[src/rtl/paddle_controller.sv]
// paddle_controller: turns encoder detent pulses into a clamped, accelerated
// paddle position and turns the raw encoder switch into a debounced serve pulse.
module paddle_controller #(
  parameter int FIELD_H     = 480,
  parameter int PADDLE_H    = 64,
  parameter int POS_W       = 10,
  parameter int STEP        = 4,
  parameter int FAST_STEP   = 12,
  parameter int FAST_WINDOW = 2_000_000,
  parameter int DEBOUNCE    = 500_000
) (
  input  logic             clk,
  input  logic             rst,
  input  logic             up,
  input  logic             down,
  input  logic             button,
  input  logic             enable,
  input  logic             recenter,
  output logic [POS_W-1:0] paddle_y,
  output logic             moved,
  output logic             serve
);

  localparam int MAX_Y  = FIELD_H - PADDLE_H;
  localparam int CENTER = MAX_Y / 2;
  localparam int WIDE_W = POS_W + 1;
  localparam int GAP_W  = $clog2(FAST_WINDOW + 1);
  localparam int CNT_W  = $clog2(DEBOUNCE);

  localparam logic [POS_W-1:0]  CENTER_P = POS_W'(CENTER);
  localparam logic [POS_W-1:0]  MAX_P    = POS_W'(MAX_Y);
  localparam logic [WIDE_W-1:0] MAX_WIDE = WIDE_W'(MAX_Y);
  localparam logic [WIDE_W-1:0] STEP_W   = WIDE_W'(STEP);
  localparam logic [WIDE_W-1:0] FAST_W   = WIDE_W'(FAST_STEP);
  localparam logic [GAP_W-1:0]  GAP_MAX  = GAP_W'(FAST_WINDOW);
  localparam logic [CNT_W-1:0]  CNT_LAST = CNT_W'(DEBOUNCE - 1);

  // Button debounce states
  localparam logic [1:0] ST_IDLE         = 2'd0;
  localparam logic [1:0] ST_PRESS_WAIT   = 2'd1;
  localparam logic [1:0] ST_PRESSED      = 2'd2;
  localparam logic [1:0] ST_RELEASE_WAIT = 2'd3;

  // Position path state
  logic [POS_W-1:0]  pos_reg, pos_next;
  logic [GAP_W-1:0]  gap_reg, gap_next;
  logic              last_up_reg, last_up_next;
  logic              moved_reg;

  // Button path state
  logic [1:0]        sync_reg;
  logic              bs;
  logic [1:0]        state_reg, state_next;
  logic [CNT_W-1:0]  cnt_reg, cnt_next;
  logic              serve_reg, serve_next;

  // Position datapath helpers
  logic              detent_ok;
  logic [WIDE_W-1:0] pos_wide;
  logic [WIDE_W-1:0] step_w;
  logic [WIDE_W-1:0] sum_wide;

  assign paddle_y = pos_reg;
  assign moved    = moved_reg;
  assign serve    = serve_reg;
  assign bs       = sync_reg[1];

  // Next paddle position: recenter wins, then a single-direction detent,
  // otherwise the inter-detent gap counter keeps aging toward saturation.
  always_comb begin
    pos_next     = pos_reg;
    gap_next     = gap_reg;
    last_up_next = last_up_reg;
    detent_ok    = enable & (up ^ down);
    pos_wide     = {1'b0, pos_reg};
    step_w       = ((up == last_up_reg) && (gap_reg < GAP_MAX)) ? FAST_W : STEP_W;
    sum_wide     = pos_wide + step_w;
    if (recenter) begin
      pos_next = CENTER_P;
      gap_next = GAP_MAX;
    end else if (detent_ok) begin
      gap_next     = '0;
      last_up_next = up;
      if (up) begin
        // Compare before subtracting so the top edge clamps at 0 without wrapping
        pos_next = (pos_wide >= step_w) ? POS_W'(pos_wide - step_w) : '0;
      end else begin
        pos_next = (sum_wide > MAX_WIDE) ? MAX_P : POS_W'(sum_wide);
      end
    end else if (gap_reg < GAP_MAX) begin
      gap_next = gap_reg + GAP_W'(1);
    end
  end

  // Position, acceleration history and move strobe registers
  always_ff @(posedge clk or posedge rst) begin
    if (rst) begin
      pos_reg     <= CENTER_P;
      gap_reg     <= GAP_MAX;
      last_up_reg <= 1'b1;
      moved_reg   <= 1'b0;
    end else begin
      pos_reg     <= pos_next;
      gap_reg     <= gap_next;
      last_up_reg <= last_up_next;
      moved_reg   <= (pos_next != pos_reg);
    end
  end

  // Two-flop synchroniser for the asynchronous switch level
  always_ff @(posedge clk or posedge rst) begin
    if (rst) begin
      sync_reg <= 2'b00;
    end else begin
      sync_reg <= {sync_reg[0], button};
    end
  end

  // Debounce FSM: a level must hold DEBOUNCE synchronised samples to be
  // believed; serve fires only on the press transition.
  always_comb begin
    state_next = state_reg;
    cnt_next   = cnt_reg;
    serve_next = 1'b0;
    case (state_reg)
      ST_IDLE: begin
        if (bs) begin
          state_next = ST_PRESS_WAIT;
          cnt_next   = CNT_W'(1);
        end
      end
      ST_PRESS_WAIT: begin
        if (!bs) begin
          state_next = ST_IDLE;
        end else if (cnt_reg == CNT_LAST) begin
          state_next = ST_PRESSED;
          serve_next = 1'b1;
        end else begin
          cnt_next = cnt_reg + CNT_W'(1);
        end
      end
      ST_PRESSED: begin
        if (!bs) begin
          state_next = ST_RELEASE_WAIT;
          cnt_next   = CNT_W'(1);
        end
      end
      default: begin
        if (bs) begin
          state_next = ST_PRESSED;
        end else if (cnt_reg == CNT_LAST) begin
          state_next = ST_IDLE;
        end else begin
          cnt_next = cnt_reg + CNT_W'(1);
        end
      end
    endcase
  end

  // Debounce state, counter and serve pulse registers
  always_ff @(posedge clk or posedge rst) begin
    if (rst) begin
      state_reg <= ST_IDLE;
      cnt_reg   <= '0;
      serve_reg <= 1'b0;
    end else begin
      state_reg <= state_next;
      cnt_reg   <= cnt_next;
      serve_reg <= serve_next;
    end
  end

endmodule

[config.mk]
export PLATFORM = sky130hd
export DESIGN_NAME = paddle_controller
export DESIGN_NICKNAME = d
export VERILOG_FILES = /design/src/rtl/paddle_controller.sv
export SDC_FILE = /design/constraint.sdc
export NUM_CORES = 1
export LEC_CHECK = 0
export ABC_AREA = 1
export CAP_MARGIN = 5
export CORE_MARGIN = 4
export CORE_UTILIZATION = 40
export DETAILED_ROUTE_END_ITERATION = 16
export PLACE_DENSITY = 0.61
export SLEW_MARGIN = 30
export SYNTH_ARGS = -nofsm -noshare
export SYNTH_HDL_FRONTEND = slang
export SYNTH_SLANG_ARGS = --single-unit
[constraint.sdc]
create_clock -name clk -period 2.7 [get_ports clk]
set_clock_uncertainty 0.15 [all_clocks]
set_input_delay 0.81 -clock clk [delete_from_list [all_inputs] [get_ports clk]]
set_output_delay 0.81 -clock clk [all_outputs]
set_load 0.02 [all_outputs]
==> metrics.txt, run 1 <==
antenna violations before repair 0; Setup violations, final 3; DP Wirelength 7.26 mm; ys async rst share 100%; clock network power share 29.0%; Synth Instances 551; part of the power in registers 33.7%; reg-to-reg slack, setup -0.17 ns; CP bufs+invs 1; WP data required approximately 2.8 ns; fin crit share 106%; Post-synth top flop dfrtp_1; Syn Nets 570; Pwr Density 641 nW/um2; peak supply drop approximately 280 uV; Yosys cell types 39; diode count 0; Crit. End Element register; core area 9330 um2; Least-Margin Pin Slew 0.399 ns; failing checks negative setup slack; area leader, netlist dfrtp_1; global-route wire length before repair 16.6 mm; hold_ws 0.204 ns; Hold Path Class register to register; Core Util, Final a little over half; internal power 1.95 mW; die height 106 um; fin. max-slew vios 0; # DRC 0; antenna-violating nets left 0; Slowest cell on crit path fa_2; fraction of layout cells with a size suffix above 1 23.2%; Tmin final 2.87 ns; RD Place Congestion 0.945; Syn Std Cell Area 3870 um2; router iterations before antenna repair 4; Finished Layout Cells 757; max-cap violations 0; clk_lat worst skew 0.35 ns; combinational share of power between 30 and 40%; most frequent cell after synthesis nand2_1; critical-path cell list nor2_2, nor3_1, o21ai_1, nand2_2, a21oi_4, inv_2, fa_2, nor2_4, nand2_1, nand2_1, nand2_1, nor2_2, nand2_2, nand2_2, nand2_4, nand3_1, nand3_1, nor2_2, nand3_1; Final Hold Fails 0; worst-path maximum fanout 5; max FFs per register 21; CTS tree yes; Synth top area share just under 30%; CTS HTree Levels 3; crit path kind register to register; grt total ovfl 0; largest net degree at the start of global routing 45; synth cell count leaders 131 x nand2_1, 80 x inv_1, 65 x nor2_1; unrepaired setup endpoints after global routing yes; Syn. warnings 0; die width 106 um; Initial Util 41.5%; final worst setup slack -0.173 ns; sw power between 1 and 1.5 mW; top cells by area, synth dfrtp_1 30%, nand2_1 13%, inv_1 7.8%, dfstp_2 7.5%, nor2_1 6.3%; TritonCTS Buffers 9; # IOs 19; Reg area 1440 um2; Via Count around 3800; status finished with violations; initial drt markers 163; Pwr Total 3.17 mW; DIE AREA ~11000 um2; DR vias/cell about 5.0; multi-input logic area 2210 um2; relative slew slack about three quarters; CTS Buffer Depth 2; clk sinks 57; Switching Share ~39%; routed len/inst 12.6 um; Port Buf Inserts 18; Seq/Total Area, Yosys 37.2%; vias in the first global route 3663; Post-synth EDFFs 0; Leak 2.30 nW; final net count ~640; CP delay by family, top simple AND/OR/NAND/NOR gates; total track usage 18.0%; Crit path arrival time around 3.0 ns; DP Cell Count 740; Layout Area Growth over Synthesis 27.6%; Peak Freq 0.348 GHz; max incr delay on CP 0.42 ns; num rows 35; # fillers between 900 and 1000; Hold-fix buffers, CTS 0; Synth Register Bits 57; crit path launch type register; Routed WL 9.57 mm; root buffer cell clkbuf_8; Worst-path clk slew 0.08 ns; Avg Inst Size Synth about 7.0 um2
-- cell type report --
class / count / area share [%]
repair buffers: 71 / 11.9
clock inverters: 7 / 2.07
flip-flops and latches: 57 / 29.1
multi-input cells: 402 / 44.8
inverters: 82 / 6.33
clock buffers: 9 / 2.51
well taps: 129 / 3.26
-- worst paths after layout --
path | startpoint | end | cells after the start
max | gap_reg[14] | moved | 19
min | sync_reg[0] | sync_reg[1] | 0
max reg2reg | gap_reg[14] | moved | 19
min reg2reg | sync_reg[0] | sync_reg[1] | 0
max in group asynchronous | rst | gap_reg[10] | 3
min in group asynchronous | rst | cnt_reg[6] | 2
-- through the flow --
step / TNS [ns] / cell area [um2] / setup slack [ns]
2_1_floorplan: -0.0768 / 3950 / -0.0768
3_3_place_gp: -6.81 / 4600 / -0.808
3_5_place_dp: -7.93 / 4600 / -0.902
4_1_cts: -0.206 / 4910 / -0.142
5_1_grt: -2.00 / 4940 / -0.411
6_report: -0.387 / 4940 / -0.173
-- power by group through the flow --
stage,clock [mW],combinational (mW),sequential (mW)
CTS,0.943,1.18,1.07
global route,0.981,1.34,1.08
global placement,0,1.12,1.07
floorplan,0,0.773,1.07
detailed placement,0,1.14,1.07
finish,0.919,1.18,1.07
-- metal layers --
| layer | share of wire [%] | GRT usage (%) | wire (um) |
|---|---|---|---|
| met5 | 0 | 0 | 0 |
| met4 | 0.84 | 4.57 | 80 |
| met3 | 5.4 | 3.76 | 521 |
| met2 | 45 | 29.0 | 4330 |
| met1 | 48 | 24.7 | 4640 |
-- cell families (layout without fill, tap and decap cells) --
family                     Yosys count  count (layout)  synth area share [%]
and+or+nand+nor                    299             299                  34.9
buffers and inverters               92             169                  9.79
AOI/OAI and AO/OA                   81              81                  11.7
DFF                                 57              57                  37.2
adders and majority gates           12              12                  4.26
xor gates and xnor gates            10              10                  2.26
-- cell usage in the layout, fill, tap and decap left out, types with 3 or more instances in the layout --
master / synthesis / routed
clkbuf_8: 0 / 9
dfrtp_1: 46 / 46
o21ai_1: 1 / 3
nand2_1: 131 / 116
nand3b_1: 5 / 5
clkdlybuf4s50_1: 0 / 17
dfstp_2: 11 / 11
inv_2: 2 / 6
ha_1: 10 / 8
clkinv_4: 0 / 3
nand3_2: 0 / 5
nor2_1: 65 / 55
a21oi_1: 31 / 27
xor2_1: 9 / 9
nor3_1: 18 / 18
nand4_1: 10 / 10
o21ai_0: 34 / 32
buf_4: 2 / 51
nand3_1: 47 / 42
o31ai_1: 3 / 3
nor3b_1: 4 / 4
nor2_2: 3 / 11
o211ai_1: 3 / 3
a21oi_2: 0 / 3
inv_1: 80 / 74
nor2_4: 1 / 3
nand2_2: 7 / 20
-- what timing repair did --
item                       4_1_cts  5_1_grt
hold endpoints to repair         0        0
pin swaps                       14       12
resized for setup               31       11
setup endpoints to repair       11       10
setup buffers                    1        0
Note: power is estimated with default switching activity, not from simulation.
==> run 2: changes to the inputs <==
--- a/config.mk
+++ b/config.mk
@@ -6,7 +6,7 @@
 export NUM_CORES = 1
 export LEC_CHECK = 0
 export ABC_AREA = 1
-export CAP_MARGIN = 5
+export CAP_MARGIN = 20
 export CORE_MARGIN = 4
 export CORE_UTILIZATION = 40
 export DETAILED_ROUTE_END_ITERATION = 16
==> results of run 2 <==
Final layout, timing and power as in run 1 (identical DEF).
==> run 3: changes to the inputs <==
--- a/config.mk
+++ b/config.mk
@@ -11,7 +11,7 @@
 export CORE_UTILIZATION = 40
 export DETAILED_ROUTE_END_ITERATION = 16
 export PLACE_DENSITY = 0.61
-export SLEW_MARGIN = 30
+export SLEW_MARGIN = 15
 export SYNTH_ARGS = -nofsm -noshare
 export SYNTH_HDL_FRONTEND = slang
 export SYNTH_SLANG_ARGS = --single-unit
==> results of run 3 <==
Final layout, timing and power as in run 1 (identical DEF).
==> RTL edit: new RTL, flow settings as in run 2 <==
Reset style: synchronous (`rst`), changed in 3 clocked blocks. Comments in the files are not updated.
--- a/src/rtl/paddle_controller.sv
+++ b/src/rtl/paddle_controller.sv
@@ -93,7 +93,7 @@
   end
 
   // Position, acceleration history and move strobe registers
-  always_ff @(posedge clk or posedge rst) begin
+  always_ff @(posedge clk) begin
     if (rst) begin
       pos_reg     <= CENTER_P;
       gap_reg     <= GAP_MAX;
@@ -108,7 +108,7 @@
   end
 
   // Two-flop synchroniser for the asynchronous switch level
-  always_ff @(posedge clk or posedge rst) begin
+  always_ff @(posedge clk) begin
     if (rst) begin
       sync_reg <= 2'b00;
     end else begin
@@ -158,7 +158,7 @@
   end
 
   // Debounce state, counter and serve pulse registers
-  always_ff @(posedge clk or posedge rst) begin
+  always_ff @(posedge clk) begin
     if (rst) begin
       state_reg <= ST_IDLE;
       cnt_reg   <= '0;
Check against the original RTL: differs if rst is asserted again (counterexample within 4 cycles, from zero or initial values and one cycle with rst high); with rst held inactive, the same outputs for 10 cycles.
==> RTL edit against run 2 <==
Sequential share of layout area fell by 5.0 points; the run still ends with negative setup slack left; sequential cell count did not move; critical endpoint is now moved; routed wire length fell by 0.60%; synthesized area fell by 7.8%; critical path type is now input port to flop; cell area fell by 3.9%; setup slack got worse by 0.043 ns; final cell count fell by 1.1%.
Power is not compared: it rests on default switching activity, and its combinational part moved more than twofold at a synthesized area within 25%.
==> RTL edit: results (changes against run 2) <==
Worst EP arrival -> 3.00 ns (was 2.95 ns)
Run status -> finished, violations left (unchanged)
Post-synth ARST share -> 0 (was 1.00)
Setup ws final -> -0.216 ns (was -0.173 ns)
Fin nets -> 655 (was 642)
DP HPWL -> 7290 um (was 7260 um)
Distinct cell type count after synthesis -> 38 (was 39)
Root Buffer Master -> clkbuf_8 (unchanged)
Slowest stage delay, CP -> 0.37 ns (was 0.42 ns)
GP Congestion -> 0.963 (was 0.945)
Register area share after synthesis -> 0.319 (was 0.372)
Multiplexer share of the synthesized area -> 0 (unchanged)
Compound-gate portion of the synthesized area -> 0.119 (was 0.117)
Slowest cell on crit path -> fa_2 (unchanged)
Initial DRT Pass Iterations -> 4 (unchanged)
Iter 0 DRT Violations -> 159 (was 163)
Final setup viols -> 6 (was 3)
WL/cell -> 12.7 um (was 12.6 um)
Hold WC Path Type -> flop to flop (unchanged)
R2r setup slk -> -0.18 ns
Layout cells sized above 1 -> 0.245 (was 0.232)
GR Util All Layers -> 0.190 (was 0.180)
DRC viols -> 0 (unchanged)
WHS -> 0.260 ns (was 0.204 ns)
Clock Path Buffers -> 2 (unchanged)
Most frequent cells after synthesis -> 138 x nand2_1, 69 x inv_1, 64 x nor2_1, 57 x dfxtp_1, 36 x nand3_1 (was 131 x nand2_1, 80 x inv_1, 65 x nor2_1, 47 x nand3_1, 46 x dfrtp_1)
Max reg flops -> 21 (unchanged)
Adder-Cell Fraction of Synth Area -> 0.0462 (was 0.0426)
First-pass GRT wire length -> 16,000 um (was 16,600 um)
Syn_nets -> 576 (was 570)
Xor/xnor share of the synthesized area -> 0.0368 (was 0.0226)
H-tree depth -> 3 (unchanged)
Vias in the first global route -> 3,585 (was 3,663)
Vias -> 3,785 (was 3,780)
Largest net degree at the start of global routing -> 13 (was 45)
Failing checks -> negative setup slack (unchanged)
Port Buffer Count -> 18 (unchanged)
Leakage -> 0.00188 uW
Slew headroom -> 0.722 (was 0.734)
Synth warnings -> 0 (unchanged)
Max FO, Critical Path -> 3 (was 5)
Synth top area cells -> dfxtp_1 32%, nand2_1 14%, inv_1 7.2% (was dfrtp_1 30%, nand2_1 13%, inv_1 7.8%)
Antenna Cells -> 0 (unchanged)
RTL edit: cells by family after synthesis:
| group | after synthesis |
|---|---|
| simple gates | 311 |
| xor+xnor | 15 |
| fa+ha+maj | 12 |
| flops | 57 |
| compound gates | 79 |
| buf+inv | 83 |
RTL edit: worst paths after layout:
check | startpoint | endpoint | cells past startpoint
max | up | moved | 21
min | sync_reg[0] | sync_reg[1] | 2
max reg2reg | gap_reg[9] | moved | 23
min reg2reg | sync_reg[0] | sync_reg[1] | 2
RTL edit: through the flow:
step | setup WS, ns | instances | instance area, um^2 | utilization | setup TNS [ns]
2_1_floorplan | -0.425 | 557 | 3640 | - | -1.41
3_3_place_gp | -0.932 | 728 | 4300 | 0.493 | -7.50
3_5_place_dp | -0.923 | 728 | 4300 | 0.493 | -7.55
4_1_cts | -0.283 | 746 | 4580 | 0.525 | -0.432
5_1_grt | -0.425 | 749 | 4750 | 0.545 | -2.08
6_report | -0.216 | 749 | 4750 | 0.545 | -0.766
RTL edit: routing by layer:
metal | vias up | track usage | part of all wire
li1 | 1983 | - | -
met1 | 1713 | 0.240 | 0.45
met2 | 74 | 0.324 | 0.48
met3 | 15 | 0.0365 | 0.044
met4 | 0 | 0.0656 | 0.019
met5 | - | 0 | 0
RTL edit: area by class of cell:
cell class	count	area (um^2)
Sequential cell	57	1150
Timing Repair Buffer	76	632
Clock inverter	7	71.3
Clock buffer	9	124
Fill cell	866	3970
Inverter	75	289
Tap cell	108	135
Multi-Input combinational cell	417	2350
RTL edit: power breakdown:
| part | switching, uW | internal [uW] | total (uW) |
|---|---|---|---|
| registers | 20.7 | 861 | 882 |
| logic | 190 | 143 | 333 |
| clock network | 368 | 423 | 791 |
| total | 579 | 1430 | 2010 |
RTL edit: worst min-delay path: cells and delay by family, from the launching register on:
kind          cells  cell delay [ns]
buf+inv           1             0.04
flops             1             0.30
simple gates      1             0.03
RTL edit: repair_timing:
action | 4_1_cts | 5_1_grt
gates resized for setup | 29 | 43
pin swaps | 23 | 25
setup endpoints to repair | 11 | 13
hold buffers | 0 | 0
hold endpoints to repair | 0 | 0
buffers inserted | 4 | 4
